<file path="src/rtl/io_pkg.sv">
// Shared definitions for the I/O result UART transmitter.
package io_pkg;

   // Serialiser frame state
   typedef enum logic [1:0] {
      ST_IDLE  = 2'd0,
      ST_START = 2'd1,
      ST_DATA  = 2'd2,
      ST_STOP  = 2'd3
   } tx_state_e;

   // Core status word bit positions
   localparam int unsigned STAT_REQ    = 0;
   localparam int unsigned STAT_LEN_LO = 1;
   localparam int unsigned STAT_LEN_HI = 2;
   localparam int unsigned STAT_HALT   = 31;

   // UART frame shape (8N1)
   localparam int unsigned DATA_BITS = 8;
   localparam int unsigned STOP_BITS = 1;
   localparam int unsigned BIT_W     = $clog2(DATA_BITS);

   // Bytes-remaining counter holds 1..4
   localparam int unsigned BYTES_W = 3;

endpackage

</file>
<file path="src/rtl/uart_tx_byte.sv">
// Single-byte 8N1 serialiser; back-to-back bytes when start arrives on the last stop cycle.
module uart_tx_byte
   import io_pkg::*;
#(
   parameter int unsigned CLKS_PER_BIT = 868
) (
   input  logic       clk,
   input  logic       rst,
   input  logic       start,
   input  logic [7:0] byte_in,
   output logic       ready_c,
   output logic       done_c,
   output logic       txd
);

   localparam int unsigned TMR_W = (CLKS_PER_BIT > 1) ? $clog2(CLKS_PER_BIT) : 1;
   localparam logic [TMR_W-1:0] TMR_LAST = TMR_W'(CLKS_PER_BIT - 1);
   localparam logic [BIT_W-1:0] BIT_LAST = BIT_W'(DATA_BITS - 1);

   tx_state_e        state_q, state_d;
   logic [TMR_W-1:0] tmr_q, tmr_d;
   logic [BIT_W-1:0] bit_q, bit_d;
   logic [7:0]       sh_q, sh_d;
   logic             txd_d;
   logic             tick_c;

   // State and datapath registers; reset drives the line idle-high at once
   always_ff @(posedge clk or posedge rst) begin
      if (rst) begin
         state_q <= ST_IDLE;
         tmr_q   <= '0;
         bit_q   <= '0;
         sh_q    <= '0;
         txd     <= 1'b1;
      end else begin
         state_q <= state_d;
         tmr_q   <= tmr_d;
         bit_q   <= bit_d;
         sh_q    <= sh_d;
         txd     <= txd_d;
      end
   end

   // Next-state, bit timing and line level
   always_comb begin
      state_d = state_q;
      tmr_d   = tmr_q + TMR_W'(1);
      bit_d   = bit_q;
      sh_d    = sh_q;
      txd_d   = 1'b1;
      tick_c  = (tmr_q == TMR_LAST);

      case (state_q)
         ST_IDLE: begin
            tmr_d = '0;
            if (start) begin
               state_d = ST_START;
               sh_d    = byte_in;
               bit_d   = '0;
            end
         end
         ST_START: begin
            if (tick_c) begin
               state_d = ST_DATA;
               tmr_d   = '0;
               bit_d   = '0;
            end
         end
         ST_DATA: begin
            if (tick_c) begin
               tmr_d = '0;
               sh_d  = {1'b0, sh_q[7:1]};
               if (bit_q == BIT_LAST) begin
                  state_d = ST_STOP;
               end else begin
                  bit_d = bit_q + BIT_W'(1);
               end
            end
         end
         ST_STOP: begin
            if (tick_c) begin
               tmr_d = '0;
               if (start) begin
                  state_d = ST_START;
                  sh_d    = byte_in;
                  bit_d   = '0;
               end else begin
                  state_d = ST_IDLE;
               end
            end
         end
         default: state_d = ST_IDLE;
      endcase

      case (state_d)
         ST_START: txd_d = 1'b0;
         ST_DATA:  txd_d = sh_d[0];
         default:  txd_d = 1'b1;
      endcase

      done_c  = (state_q == ST_STOP) & tick_c;
      ready_c = (state_q == ST_IDLE) | done_c;
   end

endmodule

</file>
<file path="src/rtl/io_result_uart_tx.sv">
// Captures core result words on a send request and streams 1-4 bytes over UART.
module io_result_uart_tx
   import io_pkg::*;
#(
   parameter int unsigned CLKS_PER_BIT = 868,
   parameter int unsigned CNT_W        = 16
) (
   input  logic             clk,
   input  logic             rst,
   input  logic [31:0]      status,
   input  logic [31:0]      result_bytes,
   output logic             uart_txd,
   output logic             busy,
   output logic             overrun,
   output logic             halted,
   output logic [CNT_W-1:0] tx_count
);

   logic               req_prev;
   logic               halt_prev;
   logic               halt_pend;
   logic [31:0]        shift_word;
   logic [BYTES_W-1:0] bytes_left;

   logic               req_edge_c;
   logic               halt_edge_c;
   logic               accept_c;
   logic               next_byte_c;
   logic               tx_start_c;
   logic [7:0]         tx_byte_c;
   logic               tx_ready_c;
   logic               tx_done_c;
   logic               unused_status;

   assign unused_status = ^status[STAT_HALT-1:STAT_LEN_HI+1];

   // Edge detection and byte sequencing decisions
   always_comb begin
      req_edge_c  = status[STAT_REQ] & ~req_prev;
      halt_edge_c = status[STAT_HALT] & ~halt_prev;
      accept_c    = req_edge_c & ~busy & ~halted & tx_ready_c;
      next_byte_c = busy & tx_done_c & (bytes_left > BYTES_W'(1));
      tx_start_c  = accept_c | next_byte_c;
      tx_byte_c   = accept_c ? result_bytes[7:0] : shift_word[15:8];
   end

   // Request capture, byte bookkeeping and sticky flags
   always_ff @(posedge clk or posedge rst) begin
      if (rst) begin
         req_prev   <= 1'b0;
         halt_prev  <= 1'b0;
         halt_pend  <= 1'b0;
         busy       <= 1'b0;
         overrun    <= 1'b0;
         halted     <= 1'b0;
         shift_word <= '0;
         bytes_left <= '0;
         tx_count   <= '0;
      end else begin
         req_prev  <= status[STAT_REQ];
         halt_prev <= status[STAT_HALT];

         if (halt_edge_c) begin
            halt_pend <= 1'b1;
         end
         // Halt waits for the transmitter to drain and for any same-cycle accept
         if (halt_pend & ~busy & ~accept_c) begin
            halted <= 1'b1;
         end
         if (req_edge_c & busy & ~halted) begin
            overrun <= 1'b1;
         end

         if (accept_c) begin
            shift_word <= result_bytes;
            bytes_left <= BYTES_W'(status[STAT_LEN_HI:STAT_LEN_LO]) + BYTES_W'(1);
            busy       <= 1'b1;
         end else if (busy & tx_done_c) begin
            tx_count   <= tx_count + CNT_W'(1);
            shift_word <= {8'h00, shift_word[31:8]};
            bytes_left <= bytes_left - BYTES_W'(1);
            if (bytes_left == BYTES_W'(1)) begin
               busy <= 1'b0;
            end
         end
      end
   end

   uart_tx_byte #(
      .CLKS_PER_BIT(CLKS_PER_BIT)
   ) u_tx (
      .clk     (clk),
      .rst     (rst),
      .start   (tx_start_c),
      .byte_in (tx_byte_c),
      .ready_c (tx_ready_c),
      .done_c  (tx_done_c),
      .txd     (uart_txd)
   );

endmodule

</file>
<file path="config.mk">
export PLATFORM = sky130hd
export DESIGN_NAME = io_result_uart_tx
export DESIGN_NICKNAME = d
export VERILOG_FILES = /design/src/rtl/io_pkg.sv /design/src/rtl/uart_tx_byte.sv /design/src/rtl/io_result_uart_tx.sv
export SDC_FILE = /design/constraint.sdc
export NUM_CORES = 1
export LEC_CHECK = 0
export BUFFER_PORTS_ARGS = -buffer_cell sky130_fd_sc_hd__buf_2
export CORE_UTILIZATION = 40
export DETAILED_ROUTE_END_ITERATION = 16
export PLACE_DENSITY = 0.69
export SLEW_MARGIN = 0
export SYNTH_ARGS = -nofsm -noshare
export SYNTH_HDL_FRONTEND = slang
export SYNTH_SLANG_ARGS = --single-unit
</file>
<file path="constraint.sdc">
create_clock -name clk -period 2.6 [get_ports clk]
set_clock_uncertainty 0.15 [all_clocks]
set_input_delay 0.39 -clock clk [delete_from_list [all_inputs] [get_ports clk]]
set_output_delay 0.39 -clock clk [all_outputs]
set_load 0.05 [all_outputs]
</file>
## Word level (Yosys, flattened, before mapping)

Index checks and enable logic that the tools add are counted.

| cells by class | value |
|---|---|
| $add $sub $neg | 5 |
| multipliers | 0 |
| divide/modulo/power cells | 0 |
| order comparisons | 1 |
| equal/unequal tests | 12 |
| shifts and indexed selects | 0 |
| multiplexer cells | 28 |
| bitwise gates (word level) | 19 |
| reduce and logical (&&, ||, !) cells | 9 |

Operators with widths:

| operator | count |
|---|---|
| $mux 32 | 2 |
| $mux 8 | 4 |
| $pmux 8 s3 | 1 |
| $mux 3 | 7 |
| $pmux 10 s2 | 1 |
| $add 16x1->16 const B | 1 |
| $and 1x1->1 | 12 |
| $pmux 3 s4 | 1 |
| $add 10x1->10 const B | 1 |
| $eq 10x10->1 const B | 1 |
| $mux 10 | 1 |
| $mux 2 | 5 |
| $pmux 2 s4 | 1 |
| $eq 2x2->1 const B | 3 |
| $ne 2x1->1 const B | 3 |
| $not 1->1 | 5 |
| $eq 2x1->1 const B | 2 |
| $mux 1 | 4 |
| $reduce_and 2->1 | 2 |
| $reduce_and 4->1 | 1 |
| $reduce_bool 2->1 | 2 |
| $add 2x1->3 const B | 1 |
| $add 3x1->3 const B | 1 |
| $eq 3x1->1 const B | 1 |
| other kinds (10) | 11 |

| storage, ports and cells | value |
|---|---|
| register bits | 81 |
| bits in latches | 0 |
| RAM bits | 0 |
| memory bits (read-only) | 0 |
| bits of input ports | 66 |
| output and inout bits | 20 |
| word-level logic and storage cells | 89 |
| memories kept | 0 |

## Logic depth before layout (Yosys ltp)

| depth | value |
|---|---|
| depth after elaboration | 11 |
| mapped depth | 7 |
| gate-level depth less buffers | 6 |

## Hierarchy

A second synthesis with hierarchy kept.

| unflattened totals | value |
|---|---|
| cell total of the unflattened synthesis | 356 |
| area, all modules | 3462.1 um^2 |

Modules (own cells, without submodules):

| module | times used | cells an instance | area an instance (um^2) | seq. area each (um^2) |
|---|---|---|---|---|
| io_result_uart_tx | 1 | 235 | 2224.6 | 1226.2 |
| uart_tx_byte | 1 | 121 | 1237.4 | 601.8 |

## Worst setup path before layout

No wires, ideal clock.

| timing | value |
|---|---|
| kind | register -> register |
| from | register busy |
| to | register u_tx.bit_q[0] |
| library setup time | 0.127 ns |
| arrival | 2.016 ns |
| required time | 2.323 ns |
| setup slack | 0.306 ns |
| stages on the path, launching flop included | 7 |
| path buffers | 1 |
| clock period less this slack | 2.294 ns |
| cells stage by stage | dfrtp_1 -> or4b_1 -> buf_2 -> a21oi_1 -> o21ai_1 -> nand2_1 -> mux2_1 |

| between the ends | value |
|---|---|
| word-level cells in the longest chain between the ends | 8 |
| elaborated cells on any way between the ends | 10 |
| those cells by class | 3 x mux; 7 x bitwise |

RTL lines:

| element | RTL line | source |
|---|---|---|
| start: declaration | io_result_uart_tx.sv:13 | `output logic busy,` |
| start signal: assignment | io_result_uart_tx.sv:53 | `busy <= 1'b0;` |
| start signal: assignment | io_result_uart_tx.sv:77 | `busy <= 1'b1;` |
| start signal: assignment | io_result_uart_tx.sv:83 | `busy <= 1'b0;` |
| $not 1->1 | io_result_uart_tx.sv:41 | `accept_c = req_edge_c & ~busy & ~halted & tx_ready_c;` |
| $and 1x1->1 (3 in a row) | io_result_uart_tx.sv:41 |  |
| $or 1x1->1 (*) | io_result_uart_tx.sv:43 | `tx_start_c = accept_c \| next_byte_c;` |
| $mux 3 (*) | n/a |  |
| $mux 3 | n/a |  |
| $pmux 3 s4 (*) | n/a |  |
| end signal: assignment | uart_tx_byte.sv:38 | `bit_q <= bit_d;` |
| end: declaration | uart_tx_byte.sv:22 | `logic [BIT_W-1:0] bit_q, bit_d;` |

Mark *: on every way between the ends. The rest lies on a longest branch, timed or not. The select of a mux whose other input is x is not followed.
A chain may end at the register's enable or synchronous reset.

## Worst setup path in the final report

| timing | value |
|---|---|
| from | register u_tx.tmr_q[0] |
| to | register u_tx.tmr_q[5] |

| between the ends | value |
|---|---|
| word-level cells in the longest chain between the ends | 3 |
| elaborated cells on any way between the ends | 4 |
| those cells by class | 1 x add/sub; 1 x eq/ne; 2 x mux |

RTL lines:

| element | RTL line | source |
|---|---|---|
| start: declaration | uart_tx_byte.sv:21 | `logic [TMR_W-1:0] tmr_q, tmr_d;` |
| start signal: assignment | uart_tx_byte.sv:37 | `tmr_q <= tmr_d;` |
| $add 10x1->10 or $eq 10x10->1 (tied branches) | uart_tx_byte.sv:47, uart_tx_byte.sv:51 |  |
| $mux 10 (*) | uart_tx_byte.sv:63, uart_tx_byte.sv:70, uart_tx_byte.sv:81 |  |
| $pmux 10 s2 (*) | uart_tx_byte.sv:53 | `case (state_q)` |
| named net u_tx.tmr_d[5] | uart_tx_byte.sv:21 |  |

Mark *: on every way through the listed nets, which the timed path passes. The rest lies on a longest branch.

==> results.md <==
Synthesis:
- The share of synthesized area in the top cell type comes to 0.503.
- Yosys printed 0 warnings.
- Of the total synthesized cell area, the portion taken by XOR and XNOR cells is 0.0636.
- In this run, synthesis inferred 0 flip-flops with an integrated enable.
- The post-synthesis instance area is 0.00358 mm².
- The largest family of logic cells by synthesized area is simple AND/OR/NAND/NOR gates.
- The complex-gate fraction of the synthesized area is 0.127.
- Counting flops with an async set or reset pin after synthesis yields a share of 1.00.
- The number of library cell types mapped by synthesis is 48.
- Of the total synthesized cell area, the portion taken by AND, OR, NAND and NOR gates is 0.181.
- After synthesis the netlist holds a flip-flop and latch count of 73.
- By area the synthesized netlist is led by dfrtp_1 (50%), mux2i_1 (4.8%), xor2_1 (4.4%).
- The number of nets handed over by synthesis was 413.
- The biggest area consumer among synthesized cells is dfrtp_1.
- After synthesis, the share of cell area in mux cells is 0.0601.
- Of the total synthesized cell area, the portion taken by full adders, half adders and majority gates is 0.0245.
- The sequential area share after synthesis is 0.511.
- The cell count after synthesis came out at 340.
- Among all flip-flop cells after synthesis, the most frequent one is dfrtp_1.
- The synthesized area divided by synthesized cell count is 10.5 µm².

Cells and area:
- The final layout contains 481 nets.
- The number of diodes is 0.
- The share of layout cells above drive strength 1 is 0.234.
- The final instance area is 0.00425 mm².
- Measured on the finished design, the core utilization comes to 0.490.
- From synthesis to final layout, the design area changed by 18.8%.
- The finished layout holds 519 standard cells, fillers aside.

Timing:
- The hold slack is 0.0163 ns.
- The worst path needs 2.39 ns of the cycle, external delays included.
- The setup TNS is 0 ns.
- The worst slew margin relative to its limit is 0.576.
- For the pin with the worst max-slew slack, the measured transition is 0.632 ns.
- The final setup violation count is 0.
- The maximum clock frequency is 418 MHz.
- Of the available clock period, the critical path in the final layout requires 0.921.
- Setup repair after global routing left no endpoint under its margin.
- The max-slew violation count came to 0.
- The hold violation total from the final report is 0.

GRT:
- The via count of the first global-routing pass is 2,578.
- The all-layer global routing usage is 0.177.
- The remaining global-route overflow is 0.
- Entering global routing, the biggest net connects 40 pins.
- The initial antenna violation count came to 0.
- The global-route wire length before repair is 12,500 µm.

Flow run:
- The tool flagged a number of max-cap violations equal to 0.

CTS:
- The clock tree synthesis step divided the H-tree into 3 levels.
- The longest clock path from root to sink contains 2 buffers.
- The clock tree from TritonCTS is done.
- The number of clock buffers inserted by TritonCTS is 9.
- The root buffer cell chosen for the clock tree is clkbuf_8.
- The total of cells resized after clock tree synthesis is 0.
- The clock sink count is 73.
- The buffers inserted during post-CTS setup optimization is 0.
- Clock-pin slew was measured on the worst setup and hold paths at 0.07 ns.
- The clock reaches the later pin of the worst-skew pair after 0.35 ns.

Placed design:
- The total instance count after detailed placement is 504.
- The congestion estimate from routability-driven global placement came to 0.765.
- The HPWL reported at the end of detailed placement is 5350 µm.
- In this run the tool buffered the top-level ports with 57 buffer cells.
- The standard cell area after detailed placement is 0.00406 mm².

Setup path:
- In this run the register-to-register setup slack is 0.21 ns.
- The capturing element type of the critical path is a flip-flop.
- The required time at the endpoint of the critical path is 2.64 ns.
- Counting cells, the worst reg-to-reg path comes to 6.
- At the worst endpoint, the arrival time is 2.44 ns.
- Of all nets on the critical path, the largest fanout is 12.
- The critical path is of the flip-flop to flip-flop type.
- The worst setup path is launched from a flip-flop.

Floorplan:
- The floorplan has 34 rows.
- The number of ports placed on the die boundary is 86.
- The effective utilization at floorplan is 0.412.
- The die outline area is 0.00933 mm².
- The core outline area is 0.00868 mm².
- The die is 96.6 µm tall.
- From left edge to right edge, the die measures 96.6 µm.

Power:
- In this run the static leakage power is 2.02 nW.
- The total power divided by cell area is 502 mW/mm².
- The worst vdd rail ir drop is 0.000234 V.

Outcome:
- The flow ran to the end, and the final reports show no timing, DRC or antenna violations.

Routing:
- The number of antenna-violating nets in the routed design is 0.
- Dividing the detail-routed via count by the number of cells gives 5.31.
- The total number of vias is 2,756.
- After detailed routing, the total wire length is 7540 µm.
- The first detailed-routing pass ran for 4 iterations.
- The post-detailed-route wirelength per cell is 14.5 µm.
- The DRC violation total after the first TritonRoute iteration is 125.
- For this run, design rule violations remaining after detail routing come to 0.

Hold path:
- The tightest min-delay check is of the input pin to flip-flop type.
- The number of stages on the worst hold path is 1.
synthesized netlist by cell type (2+ instances only):
| library cell | count |
|---|---|
| a21o_1 | 3 |
| a21oi_1 | 9 |
| a221o_1 | 3 |
| a22o_1 | 8 |
| a32oi_1 | 4 |
| and2_1 | 2 |
| and3_1 | 5 |
| buf_2 | 8 |
| clkbuf_1 | 4 |
| dfrtp_1 | 72 |
| ha_1 | 7 |
| inv_1 | 14 |
| mux2_1 | 3 |
| mux2i_1 | 17 |
| nand2_1 | 36 |
| nand2b_1 | 11 |
| nand3_1 | 16 |
| nand4_1 | 4 |
| nor2_1 | 24 |
| nor3_1 | 6 |
| nor3_2 | 3 |
| nor3b_1 | 2 |
| o21ai_0 | 3 |
| o21ai_1 | 23 |
| o221ai_1 | 5 |
| o41ai_1 | 2 |
| xnor2_1 | 8 |
| xor2_1 | 18 |
cell families (layout without fill, tap and decap cells):
group | after synthesis | count (layout)
flops | 73 | 73
compound gates | 67 | 67
buf+inv | 27 | 98
fa+ha+maj | 7 | 7
simple gates | 119 | 119
xor+xnor | 26 | 26
mux | 21 | 21
final cells by class:
cell class | instances | area [µm²]
clock inverter | 4 | 45.0
inverter | 14 | 52.6
multi-input combinational | 240 | 1640
tap | 108 | 135
clock buffer | 10 | 138
sequential | 73 | 1830
fill | 843 | 4430
timing repair buffer | 70 | 410
per-layer routing:
layer | global-route usage | part of all wire | wire (µm) | up-vias
li1 | - | - | - | 1340
met1 | 0.246 | 0.48 | 3600 | 1342
met2 | 0.268 | 0.46 | 3460 | 57
met3 | 0.0266 | 0.036 | 272 | 17
met4 | 0.0882 | 0.028 | 208 | 0
met5 | 0 | 0 | 0 | -
state kept, by name, summed over array words and instances (netlist names):
name          cells
u_tx.bit_q        3
u_tx.sh_q         8
bytes_left        3
halt_prev         1
u_tx.txd          1
req_prev          1
halted            1
u_tx.tmr_q       10
u_tx.state_q      2
halt_pend         1
overrun           1
busy              1
shift_word       24
tx_count         16
through the flow:
step                      setup slack (ns)  power [mW]
final                                0.205        2.13
after global routing               0.00189        2.21
after global placement               0.279        1.29
after floorplan                      0.208        1.25
after detailed placement             0.246        1.30
after CTS                            0.201        2.16
critical path, stage by stage (launching register included):
cell	delay, ns
dfrtp_1	0.39
ha_1	0.18
buf_4	0.14
nor3b_1	0.32
nand3_1	0.41
o21ai_1	0.52
nor2_1	0.13
final timing paths:
kind	from	to
max	u_tx.tmr_q[0]	u_tx.tmr_q[5]
min	status[31]	halt_prev
max reg2reg	u_tx.tmr_q[0]	u_tx.tmr_q[5]
min reg2reg	halt_pend	halt_pend
max in group asynchronous	rst	tx_count[2]
min in group asynchronous	rst	tx_count[5]
cells in the final DEF (no fill, tap or decap), types with 6 or more instances in the layout:
cell type	instances
nand2_1	36
mux2i_1	17
a22o_1	8
a21oi_1	9
inv_1	13
buf_2	57
nor2_1	24
o21ai_1	23
nand2b_1	11
dfrtp_1	72
clkbuf_8	10
nor3_1	6
xor2_1	18
ha_1	7
xnor2_1	8
nand3_1	16
buf_4	10
power by group:
| group | leakage (nW) | internal [mW] | switching [mW] |
|---|---|---|---|
| sequential | 0.881 | 1.16 | 0.0178 |
| clock | 0.0978 | 0.454 | 0.406 |
| combinational | 1.05 | 0.0464 | 0.0472 |
timing repair:
action,4_1_cts,5_1_grt
endpoints found under the hold margin,21,0
setup endpoints to repair,0,0
hold buffers,1,0
(Power assumes the default switching activity.)
